==> src/rtl/cast_vc_allocator.sv <==
// -----------------------------------------------------------------------------
// cast_vc_allocator
//
// Output-VC allocator for the cast (multicast) router. PN input stages share
// VN output virtual channels. Each input presents a candidate VC set that is
// granted atomically (all-or-nothing) and held until the input's tail flit
// leaves. At most one new grant per cycle, chosen round-robin.
//
// Ports:
//   clk        - single clock, all state updates on the rising edge
//   rst        - synchronous, active-high reset
//   reqVC      - [PN][VN] requested output-VC set per input
//   release_i  - [PN] tail-flit-fired pulse per input
//   selOutVC   - [PN][VN] granted VC set per input (zero when not held)
//   VCgranted  - [PN] high while the input holds its allocation
//   vc_busy_o  - [VN] per-VC ownership (OR of all held sets)
//
// Configuration macro: CAST_VCA_FAST_RELEASE_EN
//   defined   : VCs released at an edge are grantable at that same edge
//   undefined : released VCs become grantable one cycle later (shorter
//               combinational path from release_i to the grant logic)
// -----------------------------------------------------------------------------
`ifndef CN
`define CN 8
`endif

module cast_vc_allocator #(
  parameter int PN = 5,
  parameter int VN = `CN
) (
  input  logic                   clk,
  input  logic                   rst,
  input  logic [PN-1:0][VN-1:0]  reqVC,
  input  logic [PN-1:0]          release_i,
  output logic [PN-1:0][VN-1:0]  selOutVC,
  output logic [PN-1:0]          VCgranted,
  output logic [VN-1:0]          vc_busy_o
);

  localparam int RRW = (PN > 1) ? $clog2(PN) : 1;

  logic [PN-1:0]          held_r, held_nxt_s;
  logic [PN-1:0][VN-1:0]  alloc_r, alloc_nxt_s;
  logic [VN-1:0]          busy_r, busy_nxt_s;
  logic [RRW-1:0]         rr_r, rr_nxt_s;

  logic [VN-1:0]          rel_set_s;
  logic [VN-1:0]          avail_s;
  logic [VN-1:0]          grant_set_s;
  logic [PN-1:0]          elig_s;
  logic                   grant_vld_s;
  logic [RRW-1:0]         grant_idx_s;

  // VCs being given back this cycle (only inputs that actually hold count)
  always_comb begin
    rel_set_s = '0;
    for (int i = 0; i < PN; i++) begin
      rel_set_s = rel_set_s | ((release_i[i] && held_r[i]) ? alloc_r[i] : {VN{1'b0}});
    end
  end

`ifdef CAST_VCA_FAST_RELEASE_EN
  // Released VCs are immediately reusable within the same cycle.
  assign avail_s = ~(busy_r & ~rel_set_s);
`else
  // Released VCs become reusable only once busy_r has been updated.
  assign avail_s = ~busy_r;
`endif

  // An input is eligible only if every VC it asks for is free: partial grants
  // would deadlock multicast packets, so an overlapping set waits whole.
  always_comb begin
    elig_s = '0;
    for (int i = 0; i < PN; i++) begin
      elig_s[i] = ~held_r[i] & (|reqVC[i]) & ~(|(reqVC[i] & ~avail_s));
    end
  end

  // Round-robin winner search starting at rr_r, wrapping modulo PN
  always_comb begin
    logic [RRW:0]   sum_v;
    logic [RRW-1:0] idx_v;
    grant_vld_s = 1'b0;
    grant_idx_s = '0;
    sum_v       = '0;
    idx_v       = '0;
    for (int k = 0; k < PN; k++) begin
      sum_v = {1'b0, rr_r} + (RRW+1)'(k);
      if (sum_v >= (RRW+1)'(PN)) begin
        sum_v = sum_v - (RRW+1)'(PN);
      end else begin
        sum_v = sum_v;
      end
      idx_v = sum_v[RRW-1:0];
      if (!grant_vld_s && elig_s[idx_v]) begin
        grant_vld_s = 1'b1;
        grant_idx_s = idx_v;
      end else begin
        grant_vld_s = grant_vld_s;
      end
    end
  end

  // Grant set and pointer advance for the winner
  always_comb begin
    grant_set_s = '0;
    rr_nxt_s    = rr_r;
    if (grant_vld_s) begin
      grant_set_s = reqVC[grant_idx_s];
      rr_nxt_s    = (grant_idx_s == RRW'(PN-1)) ? {RRW{1'b0}} : grant_idx_s + RRW'(1);
    end else begin
      grant_set_s = '0;
      rr_nxt_s    = rr_r;
    end
  end

  // Per-input next state: release first, then the (never conflicting) grant;
  // a releasing input is still held at evaluation so it cannot be the winner.
  always_comb begin
    held_nxt_s  = held_r;
    alloc_nxt_s = alloc_r;
    for (int i = 0; i < PN; i++) begin
      if (release_i[i] && held_r[i]) begin
        held_nxt_s[i]  = 1'b0;
        alloc_nxt_s[i] = '0;
      end else begin
        held_nxt_s[i]  = held_r[i];
        alloc_nxt_s[i] = alloc_r[i];
      end
    end
    if (grant_vld_s) begin
      held_nxt_s[grant_idx_s]  = 1'b1;
      alloc_nxt_s[grant_idx_s] = reqVC[grant_idx_s];
    end else begin
      held_nxt_s = held_nxt_s;
    end
    busy_nxt_s = (busy_r & ~rel_set_s) | grant_set_s;
  end

  // State registers; reset drops every allocation and any pending release
  always_ff @(posedge clk) begin
    if (rst) begin
      held_r  <= '0;
      alloc_r <= '0;
      busy_r  <= '0;
      rr_r    <= '0;
    end else begin
      held_r  <= held_nxt_s;
      alloc_r <= alloc_nxt_s;
      busy_r  <= busy_nxt_s;
      rr_r    <= rr_nxt_s;
    end
  end

  assign selOutVC  = alloc_r;
  assign VCgranted = held_r;
  assign vc_busy_o = busy_r;

endmodule

==> config.mk <==
export PLATFORM = sky130hd
export DESIGN_NAME = cast_vc_allocator
export DESIGN_NICKNAME = d
export VERILOG_FILES = /design/src/rtl/cast_vc_allocator.sv
export SDC_FILE = /design/constraint.sdc
export NUM_CORES = 1
export LEC_CHECK = 0
export BUFFER_PORTS_ARGS = -buffer_cell sky130_fd_sc_hd__buf_2
export CORE_ASPECT_RATIO = 1.25
export CORE_MARGIN = 1
export CORE_UTILIZATION = 45
export DETAILED_ROUTE_END_ITERATION = 6
export GPL_ROUTABILITY_DRIVEN = 0
export HOLD_SLACK_MARGIN = 0.02
export PLACE_DENSITY = 0.74
export SLEW_MARGIN = 20
export SYNTH_ARGS = -nofsm -noshare
export SYNTH_HDL_FRONTEND = slang
export SYNTH_SLANG_ARGS = --single-unit
==> constraint.sdc <==
create_clock -name clk -period 7.14 [get_ports clk]
set_clock_uncertainty 0.1 [all_clocks]
set_input_delay 0 -clock clk [delete_from_list [all_inputs] [get_ports clk]]
set_output_delay 0 -clock clk [all_outputs]
set_load 0.02 [all_outputs]
==> summary.json, run 1 <==
{
  "yosysWarningCount": 0,
  "drt_wl_total_um": 15910,
  "filler_cell_count": 799,
  "std_cell_core_area_mm2": 0.008796,
  "timing.final.crit_period_ns": 5.503,
  "cts_tree": "built",
  "clock_insertion_delay_worst_skew_ns": 0.34,
  "grt_pass1_wl_um": 24320,
  "syn-instance-count": 511,
  "netlist_top_cells_count": "dfxtp_1, nand2_1, a21oi_1, nand3_1, nand4_1",
  "synth_edf_count": 0,
  "clock_tree.buffer_depth": 2,
  "critical_path_arrival_ns": 5.64,
  "critical_path.max_fanout": 23,
  "seq_area_frac_synth_pct": 27.04,
  "die_h_um": 109.3,
  "cp.required_ns": 7.28,
  "drive_above_1_share_pct": 22.08,
  "yosysMostFrequentCell": "dfxtp_1",
  "netlist_area_mm2": 0.004146,
  "crit_path_category": "flip-flop to flip-flop",
  "cts.hold.buffers_added": 37,
  "timing.fmax_ghz": 0.1817,
  "setup_tns_ns": 0,
  "synth_area_leader_cell": "dfxtp_1",
  "setup_repair_after_global_routing_missed_its_margin": "false",
  "post_synth.cell_area_avg_um2": 8.114,
  "reg2reg_depth": 15,
  "grt_util_all_layers_pct": 33.56,
  "global_route.overflow_total": 0,
  "place_ws_ns": 1.780,
  "layout_setup_ws_ns": 1.637,
  "finish.net_count": 682,
  "dr.pass1.iters": 7,
  "first_iter_violations": 790,
  "initial_utilization_pct": 47.14,
  "number_of_inserted_diodes": 0,
  "detailroute.via_count": 5025,
  "timing.critical_path.from_type": "flip-flop",
  "route.detailed.drc": 0,
  "ys_types": 69,
  "outcome": "completed",
  "cts-buffers-inserted": 5,
  "postSynth.asyncResetShare_pct": 0,
  "post-route-util_pct": 58.09,
  "ioPinCount": 100,
  "path_clk_slew_ns": 0.10,
  "timing_max_transition_violations_final": 0,
  "max_cap_viol_count": 0,
  "ys_top_cells_by_area": "dfxtp_1, a21oi_1, nand2_1",
  "die_w_um": 87.86,
  "portBuffers": 99,
  "finalCritPeriodShare_pct": 77.07,
  "slew_headroom_pct": 38.22,
  "cts_post_setup_buffers_inserted": 0,
  "post_drt_wl_per_cell_um": 21.35,
  "std_cell_rows": 38,
  "timing_worst_slew_pin_value_ns": 0.9252,
  "min_path_cells": 4,
  "grt_pass1_vias": 4598,
  "syn_nets": 569,
  "yosys.area.top_type_share_pct": 27.04,
  "cts_root_buffer": "clkbuf_8",
  "hold_class": "primary input to flip-flop",
  "timing.final.setup_violations": 0,
  "clock_tree.htree_level_count": 2,
  "clock-sinks": 56,
  "ant_nets": 0,
  "report.final.hold_viol_count": 0,
  "viasPerCell": 6.745,
  "antenna_found_initial": 0,
  "die-area_mm2": 0.009604,
  "reg2reg_setup_slack_ns": 1.64,
  "pin_count_of_the_biggest_net_entering_global_routing": 43,
  "worst_setup_path_end_kind": "flip-flop",
  "postCtsResizedCells": 0,
  "synth_top_flop_cell": "dfxtp_1",
  "area.growth.synth_to_final_pct": 23.23,
  "flip_flop_and_latch_count_after_synthesis": 56,
  "detailed_place_hpwl_um": 11520
}
==> worst max-delay path: stages (launching register included) <==
cell      delay [ns]
dfxtp_1         0.82
clkinv_1        0.50
ha_1            0.38
ha_1            0.40
a31oi_1         0.24
xor2_1          0.32
mux2_2          0.40
o32ai_1         0.28
nor3_1          0.10
a31oi_1         0.22
a21o_1          0.60
inv_2           0.28
ha_1            0.29
nor3_1          0.18
a21oi_1         0.06
a211oi_1        0.23
==> layout make-up <==
cell class	instances	area, µm²	share of cell area [%]
Multi-Input combinational cell	413	2823	55.24
Sequential cell	56	1121	21.94
Timing Repair Buffer	138	880.8	17.24
Tap cell	120	150.1	2.938
Clock buffer	6	82.58	1.616
Inverter	10	37.54	0.7346
Clock inverter	2	15.01	0.2938
==> worst paths after layout <==
check,end,start
worst min-delay path,selOutVC[7],reqVC[7]
worst max-delay path,rr_r[2],rr_r[0]
worst min register to register,selOutVC[33],selOutVC[33]
worst max register to register,rr_r[2],rr_r[0]
==> per-layer routing <==
| layer | wire (µm) | global-route usage [%] |
|---|---|---|
| met5 | 0 | 0 |
| met4 | 854 | 18.74 |
| met3 | 1678 | 6.456 |
| met2 | 7424 | 53.27 |
| met1 | 5949 | 42.45 |
==> stage by stage <==
| stage | cell area [µm²] | instances | hold slack [ns] |
|---|---|---|---|
| 6_report | 5110 | 745 | 0.09720 |
| 5_1_grt | 5110 | 745 | 0.1141 |
| 4_1_cts | 5110 | 745 | 0.07889 |
| 3_5_place_dp | 4642 | 700 | 0.1925 |
| 3_3_place_gp | 4642 | 700 | 0.1920 |
| 2_1_floorplan | 4146 | 511 | 0.04353 |
==> sequential cells by signal (all words and copies together), names as in the netlist <==
signal	flops
vc_busy_o	8
rr_r	3
VCgranted	5
selOutVC	40
==> cells by family after synthesis <==
family	share of synthesized area, %
compound gates	30.18
xor+xnor	0.8451
fa+ha+maj	3.500
buf+inv	4.888
flops	27.04
mux	6.307
simple gates	27.25
==> cell usage in the layout, fill, tap and decap left out, types with 7 or more instances in the layout <==
master	synthesis	layout
nor3_1	9	9
o21ai_1	15	15
a21oi_1	45	45
nand2b_1	8	8
o211a_1	9	9
buf_2	6	99
or4_1	7	7
mux2i_1	16	16
dlygate4sd3_1	0	37
ha_1	10	10
a22oi_1	24	24
dfxtp_1	56	56
nand4_1	30	30
nor2_1	19	19
nand2_1	50	50
inv_1	7	7
mux2_1	7	7
nand3_1	35	35
Power of run 1 is not shown: default switching activity piles up to over one toggle a cycle in this logic, so the estimate is an artifact.
==> inputs of run 2 (changes only) <==
clock period = 5.2 ns   (was 7.14 ns; I/O delays follow)
==> run 2 against run 1 <==
Compared with the run above:
- maximum frequency increased by 14%
- core utilization up 0.14 points
- register-to-register slack got worse by 1.2 ns
- first-iteration DRC count is 18% lower
- highest routed layer unchanged
==> summary.json, run 2 (synthesized netlist as in run 1, its figures left out) <==
{
  "critical_path.endpoint": "selOutVC[2]",
  "regToRegEndpoint": "selOutVC[2]",
  "clock_tree.htree_level_count": {"value": 2, "change": "unchanged"},
  "setup_repair_after_global_routing_missed_its_margin": "false",
  "multiInputGateArea": {"value": 0.002823, "unit": "mm²", "change": "unchanged"},
  "seq_area": {"value": 0.001121, "unit": "mm²", "change": "unchanged"},
  "worst_setup_path_end_kind": "flip-flop",
  "die_h": {"value": 109.3, "unit": "µm", "change": "unchanged"},
  "timing.critical_path.cells": "ha_1, a21oi_1, mux2i_1, nor3_1, o21ai_0, nand3b_1, a211o_2, nor2_1, nand3_2, a21oi_2, nand2_1, a41o_1",
  "portBuffers": {"value": 99, "change": "unchanged"},
  "critPathTopFamily": "compound AO/OA/AOI/OAI gates",
  "timing_worst_slew_pin_value": {"value": 0.9059, "unit": "ns", "change": "-0.01931 ns"},
  "clock-sinks": {"value": 56, "change": "unchanged"},
  "filler_cell_count": {"value": 792, "change": "-0.88%"},
  "cts_tree": "built",
  "critical_path_arrival": {"value": 4.93, "unit": "ns", "change": "-0.71 ns"},
  "dr.pass1.iters": {"value": 6, "change": "-1"},
  "grt_util_all_layers": {"value": 33.74, "unit": "%", "change": "+0.18 points"},
  "timing.final.setup_violations": {"value": 0, "change": "unchanged"},
  "detailroute.via_count": {"value": 5045, "change": "+0.40%"},
  "std_cell_core_area": {"value": 0.008796, "unit": "mm²", "change": "unchanged"},
  "antenna_found_initial": {"value": 0, "change": "unchanged"},
  "flip_flop_count_of_the_largest_register_after_layout": {"value": 40, "change": "unchanged"},
  "crit-reg2reg-launch": "rr_r[2]",
  "cts_post_setup_buffers_inserted": {"value": 0, "change": "unchanged"},
  "final_common_cell": "buf_2",
  "reg2reg_setup_slack": {"value": 0.39, "unit": "ns", "change": "-1.24 ns"},
  "first_iter_violations": {"value": 649, "change": "-18%"},
  "post_drt_wl_per_cell": {"value": 21.54, "unit": "µm", "change": "+0.89%"},
  "die_w": {"value": 87.86, "unit": "µm", "change": "unchanged"},
  "ioPinCount": {"value": 100, "change": "unchanged"},
  "ant_nets": {"value": 0, "change": "unchanged"},
  "cp.required": {"value": 5.32, "unit": "ns", "change": "-1.96 ns"},
  "global_route.overflow_total": {"value": 0, "change": "unchanged"},
  "timing.fmax": {"value": 0.2080, "unit": "GHz", "change": "+14%"},
  "timing.critical_path.depth": {"value": 12, "change": "-3"},
  "cts_root_buffer": "clkbuf_8",
  "outcome": "completed",
  "delay_contributed_by_the_slowest_stage_of_the_critical_path": {"value": 0.74, "unit": "ns", "change": "-0.08 ns"},
  "slew_headroom": {"value": 39.61, "unit": "%", "change": "+1.4 points"},
  "grt_pass1_wl": {"value": 24730, "unit": "µm", "change": "+1.7%"},
  "report.final.hold_viol_count": {"value": 0, "change": "unchanged"},
  "number_of_inserted_diodes": {"value": 0, "change": "unchanged"},
  "timing_max_transition_violations_final": {"value": 0, "change": "unchanged"},
  "drt_wl_total": {"value": 16090, "unit": "µm", "change": "+1.2%"},
  "detailed_place_hpwl": {"value": 11600, "unit": "µm", "change": "+0.71%"},
  "grt_pass1_vias": {"value": 4758, "change": "+3.5%"},
  "std_cell_rows": {"value": 38, "change": "unchanged"},
  "drive_above_1_share": {"value": 22.49, "unit": "%", "change": "+0.41 points"},
  "finish.net_count": {"value": 684, "change": "+0.29%"},
  "viasPerCell": {"value": 6.754, "change": "+0.13%"},
  "setup.worst_path.start": "rr_r[2]",
  "crit_path_category": "flip-flop to flip-flop",
  "setup_tns": {"value": 0, "unit": "ns", "change": "unchanged"},
  "cp_slowest_cell": "dfxtp_1",
  "clock_insertion_delay_worst_skew": {"value": 0.32, "unit": "ns", "change": "-0.02 ns"},
  "postCtsResizedCells": {"value": 0, "change": "unchanged"},
  "timing.final.crit_period": {"value": 4.807, "unit": "ns", "change": "-0.6963 ns"},
  "initial_utilization": {"value": 47.14, "unit": "%", "change": "unchanged"},
  "worst_hold_path_startpoint": "reqVC[27]",
  "pin_count_of_the_biggest_net_entering_global_routing": {"value": 43, "change": "unchanged"},
  "hold_class": "primary input to flip-flop",
  "layout_common_cells": "buf_2, dfxtp_1, nand2_1, a21oi_1, dlygate4sd3_1",
  "die-area": {"value": 0.009604, "unit": "mm²", "change": "unchanged"},
  "timing.critical_path.buf_inv": {"value": 0, "change": "-2"},
  "max_cap_viol_count": {"value": 0, "change": "unchanged"},
  "cts-buffers-inserted": {"value": 5, "change": "unchanged"},
  "timing.critical_path.from_type": "flip-flop",
  "critical_path.max_fanout": {"value": 19, "change": "-17%"},
  "area.growth.synth_to_final_pct": 23.54,
  "clock_tree.buffer_depth": {"value": 2, "change": "unchanged"},
  "reg2reg_depth": {"value": 12, "change": "-3"},
  "finalCritPeriodShare": {"value": 92.44, "unit": "%", "change": "+15 points"},
  "path_clk_slew": {"value": 0.11, "unit": "ns", "change": "about the same"},
  "route.detailed.drc": {"value": 0, "change": "unchanged"},
  "cts.hold.buffers_added": {"value": 36, "change": "-2.7%"}
}
run 2: changes by cell type in the layout (fill, tap and decap cells not counted):
cell           previous run  this run
buf_4                     2         5
dlygate4sd3_1            37        36
run 2: worst min path at each step:
| stage | end | slack (ns) | depth (start not counted) |
|---|---|---|---|
| 2_1_floorplan | selOutVC[8] | 0.04 | 2 |
| 3_3_place_gp | selOutVC[11] | 0.19 | 3 |
| 4_1_cts | selOutVC[27] | 0.04 | 3 |
| 5_1_grt | selOutVC[27] | 0.06 | 3 |
| 6_report | selOutVC[27] | 0.03 | 3 |
| 3_5_place_dp | selOutVC[11] | 0.20 | 3 |
run 2: per-stage QoR:
stage / instance area (µm²) / util (%) / cells / setup slack (ns) / hold WS (ns)
after floorplan: 4146 / - / 511 / 0.9466 / 0.04353
after global placement: 4664 / 53.03 / 703 / 0.6976 / 0.1898
after detailed placement: 4664 / 53.03 / 703 / 0.5521 / 0.1991
after CTS: 5122 / 58.24 / 747 / 0.5165 / 0.03686
after global routing: 5122 / 58.24 / 747 / 0.05010 / 0.05567
final: 5122 / 58.24 / 747 / 0.3933 / 0.02703
run 2: tightest hold or removal path: cells and delay by family:
kind / cells / cell delay [ns]
compound gates: 1 / 0.20
buf+inv: 1 / 0.13
simple gates: 1 / 0.07
run 2: routing by layer:
metal | vias to the layer above | global-route usage, % | part of all wire [%]
met2 | 407 | 55.65 | 47
li1 | 2226 | - | -
met5 | - | 0 | 0
met4 | 0 | 17.33 | 5.8
met1 | 2313 | 41.53 | 37
met3 | 99 | 6.456 | 11
run 2: final cells by class:
class,instances,area share [%]
Multi-Input combinational cell,413,55.11
Sequential cell,56,21.89
Timing Repair Buffer,140,17.44
Tap cell,120,2.931
Clock buffer,6,1.612
Inverter,10,0.7328
Clock inverter,2,0.2931
Power of run 2 is left out for the same reason.
==> inputs of run 3 (changes only) <==
SLEW_MARGIN = unset   (was 20)
clock period = 5.6 ns   (was 5.2 ns; I/O delays follow)
==> run 3 against run 2 <==
Compared with the run above:
- the run now ends with DRC left
- cell count increased by 0.40%
- wire length increased by 0.73%
- flip-flop and latch count unchanged
- count of clock-buffer cells in the layout decreased by 1
- register-to-register slack improved by 0.21 ns
- setup slack improved by 0.21 ns
- sequential share of layout area decreased by 0.075 points
- critical path depth increased by 1
- core utilization increased by 0.20 points
- critical path type unchanged
- highest routed layer unchanged
==> summary.json, run 3 (synthesized netlist as in run 1, its figures left out) <==
{
  "clock_tree.buffer_depth": {"value": 2, "change": "unchanged"},
  "detailed_place_hpwl": {"value": 11710, "unit": "µm", "change": "+0.89%"},
  "cp.required": {"value": 5.69, "unit": "ns", "change": "+0.37 ns"},
  "worst_hold_path_startpoint": "reqVC[27]",
  "detailroute.via_count": {"value": 5057, "change": "+0.24%"},
  "min_path_cells": {"value": 3, "change": "unchanged"},
  "setup.worst_path.start": "rr_r[0]",
  "outcome": "complete, but fails checks",
  "clock_insertion_delay_worst_skew": {"value": 0.33, "unit": "ns", "change": "about the same"},
  "max_cap_viol_count": {"value": 0, "change": "unchanged"},
  "timing.critical_path.cells": "clkinv_1, ha_1, ha_1, a31oi_1, xor2_1, mux2_2, o32a_1, nand3_1, and3_1, o32ai_4, nand3_1, nand4_1, o31ai_2",
  "delay_contributed_by_the_slowest_stage_of_the_critical_path": {"value": 0.83, "unit": "ns", "change": "+0.09 ns"},
  "critical_path.max_fanout": {"value": 23, "change": "+4"},
  "placed_cells": {"value": 704, "change": "+0.14%"},
  "cts_root_buffer": "clkbuf_8",
  "first_iter_violations": {"value": 738, "change": "+14%"},
  "hold_class": "primary input to flip-flop",
  "final_standard_cell_count_with_taps_included_and_fillers_excluded": {"value": 750, "change": "+0.40%"},
  "grt_pass1_vias": {"value": 4678, "change": "-1.7%"},
  "global_route.overflow_total": {"value": 0, "change": "unchanged"},
  "timing.hold.ws": {"value": 0.02903, "unit": "ns", "change": "+0.001996 ns"},
  "failed_checks": "DRC",
  "layout_common_cells": "buf_2, dfxtp_1, nand2_1, a21oi_1, dlygate4sd3_1",
  "slew_headroom": {"value": 37.87, "unit": "%", "change": "-1.7 points"},
  "cts_post_setup_buffers_inserted": {"value": 0, "change": "unchanged"},
  "route.detailed.drc": {"value": 20, "change": "+20"},
  "crit_path_category": "flip-flop to flip-flop",
  "std_cell_core_area": {"value": 0.008796, "unit": "mm²", "change": "unchanged"},
  "post_drt_wl_per_cell": {"value": 21.61, "unit": "µm", "change": "+0.32%"},
  "cp_slowest_cell": "dfxtp_1",
  "reg2reg_depth": {"value": 13, "change": "+1"},
  "die_w": {"value": 87.86, "unit": "µm", "change": "unchanged"},
  "clock_tree.htree_level_count": {"value": 2, "change": "unchanged"},
  "setup_tns": {"value": 0, "unit": "ns", "change": "unchanged"},
  "path_clk_slew": {"value": 0.12, "unit": "ns", "change": "about the same"},
  "timing.fmax": {"value": 0.2000, "unit": "GHz", "change": "-3.9%"},
  "report.final.hold_viol_count": {"value": 0, "change": "unchanged"},
  "dr.pass1.iters": {"value": 7, "change": "+1"},
  "crit-reg2reg-launch": "rr_r[0]",
  "timing.critical_path.buf_inv": {"value": 1, "change": "+1"},
  "grt_util_all_layers": {"value": 34.13, "unit": "%", "change": "+0.38 points"},
  "finalCritPeriodShare": {"value": 89.30, "unit": "%", "change": "-3.1 points"},
  "drive_above_1_share": {"value": 22.61, "unit": "%", "change": "+0.12 points"},
  "flip_flop_count_of_the_largest_register_after_layout": {"value": 40, "change": "unchanged"},
  "ant_nets": {"value": 0, "change": "unchanged"},
  "setup_repair_after_global_routing_missed_its_margin": "false",
  "area.growth.synth_to_final_pct": 23.96,
  "timing.critical_path.from_type": "flip-flop",
  "cts_tree": "built",
  "ioPinCount": {"value": 100, "change": "unchanged"},
  "postCtsResizedCells": {"value": 0, "change": "unchanged"},
  "finish.net_count": {"value": 685, "change": "+0.15%"},
  "viasPerCell": {"value": 6.743, "change": "-0.16%"},
  "cts.hold.buffers_added": {"value": 36, "change": "unchanged"},
  "hold-path-endpoint": "selOutVC[27]",
  "die-area": {"value": 0.009604, "unit": "mm²", "change": "unchanged"},
  "grt_pass1_wl": {"value": 24870, "unit": "µm", "change": "+0.59%"},
  "cts-buffers-inserted": {"value": 5, "change": "unchanged"},
  "die_h": {"value": 109.3, "unit": "µm", "change": "unchanged"},
  "pin_count_of_the_biggest_net_entering_global_routing": {"value": 43, "change": "unchanged"},
  "std_cell_rows": {"value": 38, "change": "unchanged"},
  "worst_setup_path_end_kind": "flip-flop",
  "critical_path_arrival": {"value": 5.09, "unit": "ns", "change": "+0.16 ns"},
  "antenna_found_initial": {"value": 2, "change": "+2"},
  "clock-sinks": {"value": 56, "change": "unchanged"},
  "portBuffers": {"value": 99, "change": "unchanged"},
  "initial_utilization": {"value": 47.14, "unit": "%", "change": "unchanged"},
  "reg2reg_setup_slack": {"value": 0.60, "unit": "ns", "change": "+0.21 ns"},
  "timing.final.crit_period": {"value": 5.001, "unit": "ns", "change": "+0.1939 ns"},
  "timing.final.setup_violations": {"value": 0, "change": "unchanged"},
  "regToRegEndpoint": "selOutVC[20]",
  "timing_worst_slew_pin_value": {"value": 0.9320, "unit": "ns", "change": "+0.02604 ns"},
  "drt_wl_total": {"value": 16210, "unit": "µm", "change": "+0.73%"},
  "critPathTopFamily": "compound AO/OA/AOI/OAI gates",
  "timing_max_transition_violations_final": {"value": 0, "change": "unchanged"},
  "final_common_cell": "buf_2"
}
run 3: cell types whose count changed in the layout (fill, tap and decap cells not counted), sizes merged:
cell      before  now
inv            9   10
clkbuf         6    5
diode          0    2
clkinvlp       2    0
clkinv         1    3
buf          104  105
run 3: worst max path at each step:
stage | endpoint | cells past startpoint
floorplan | rr_r[2] | 19
global placement | selOutVC[20] | 13
detailed placement | selOutVC[6] | 13
CTS | selOutVC[20] | 13
global route | selOutVC[1] | 13
finish | selOutVC[20] | 13
run 3: cell type report:
| class | instances | area (µm²) |
|---|---|---|
| inverters | 10 | 37.54 |
| fillers | 785 | 3656 |
| flip-flops and latches | 56 | 1121 |
| well taps | 120 | 150.1 |
| clock buffers | 5 | 68.82 |
| diodes | 2 | 5.005 |
| clock inverters | 3 | 33.78 |
| repair buffers | 141 | 900.9 |
| multi-input cells | 413 | 2823 |
run 3: routing by layer:
| layer | track usage [%] | share of wire (%) | vias up |
|---|---|---|---|
| met1 | 43.66 | 39 | 2328 |
| met3 | 6.081 | 10 | 86 |
| met5 | 0 | 0 | - |
| li1 | - | - | 2231 |
| met4 | 16.16 | 5.1 | 0 |
| met2 | 55.32 | 46 | 412 |
run 3: metrics by stage:
stage | util, % | setup WS (ns) | cell area (µm²)
3_3_place_gp | 53.12 | 0.9787 | 4672
6_report | 58.44 | 0.5993 | 5140
4_1_cts | 58.38 | 0.7605 | 5135
5_1_grt | 58.44 | 0.2701 | 5140
2_1_floorplan | - | 1.347 | 4146
3_5_place_dp | 53.12 | 0.8090 | 4672
run 3: worst min-delay path: stages:
cell and delay (ns):
buf_2 0.14, nor3b_1 0.20, a211oi_1 0.07
Power of run 3 is left out for the same reason.
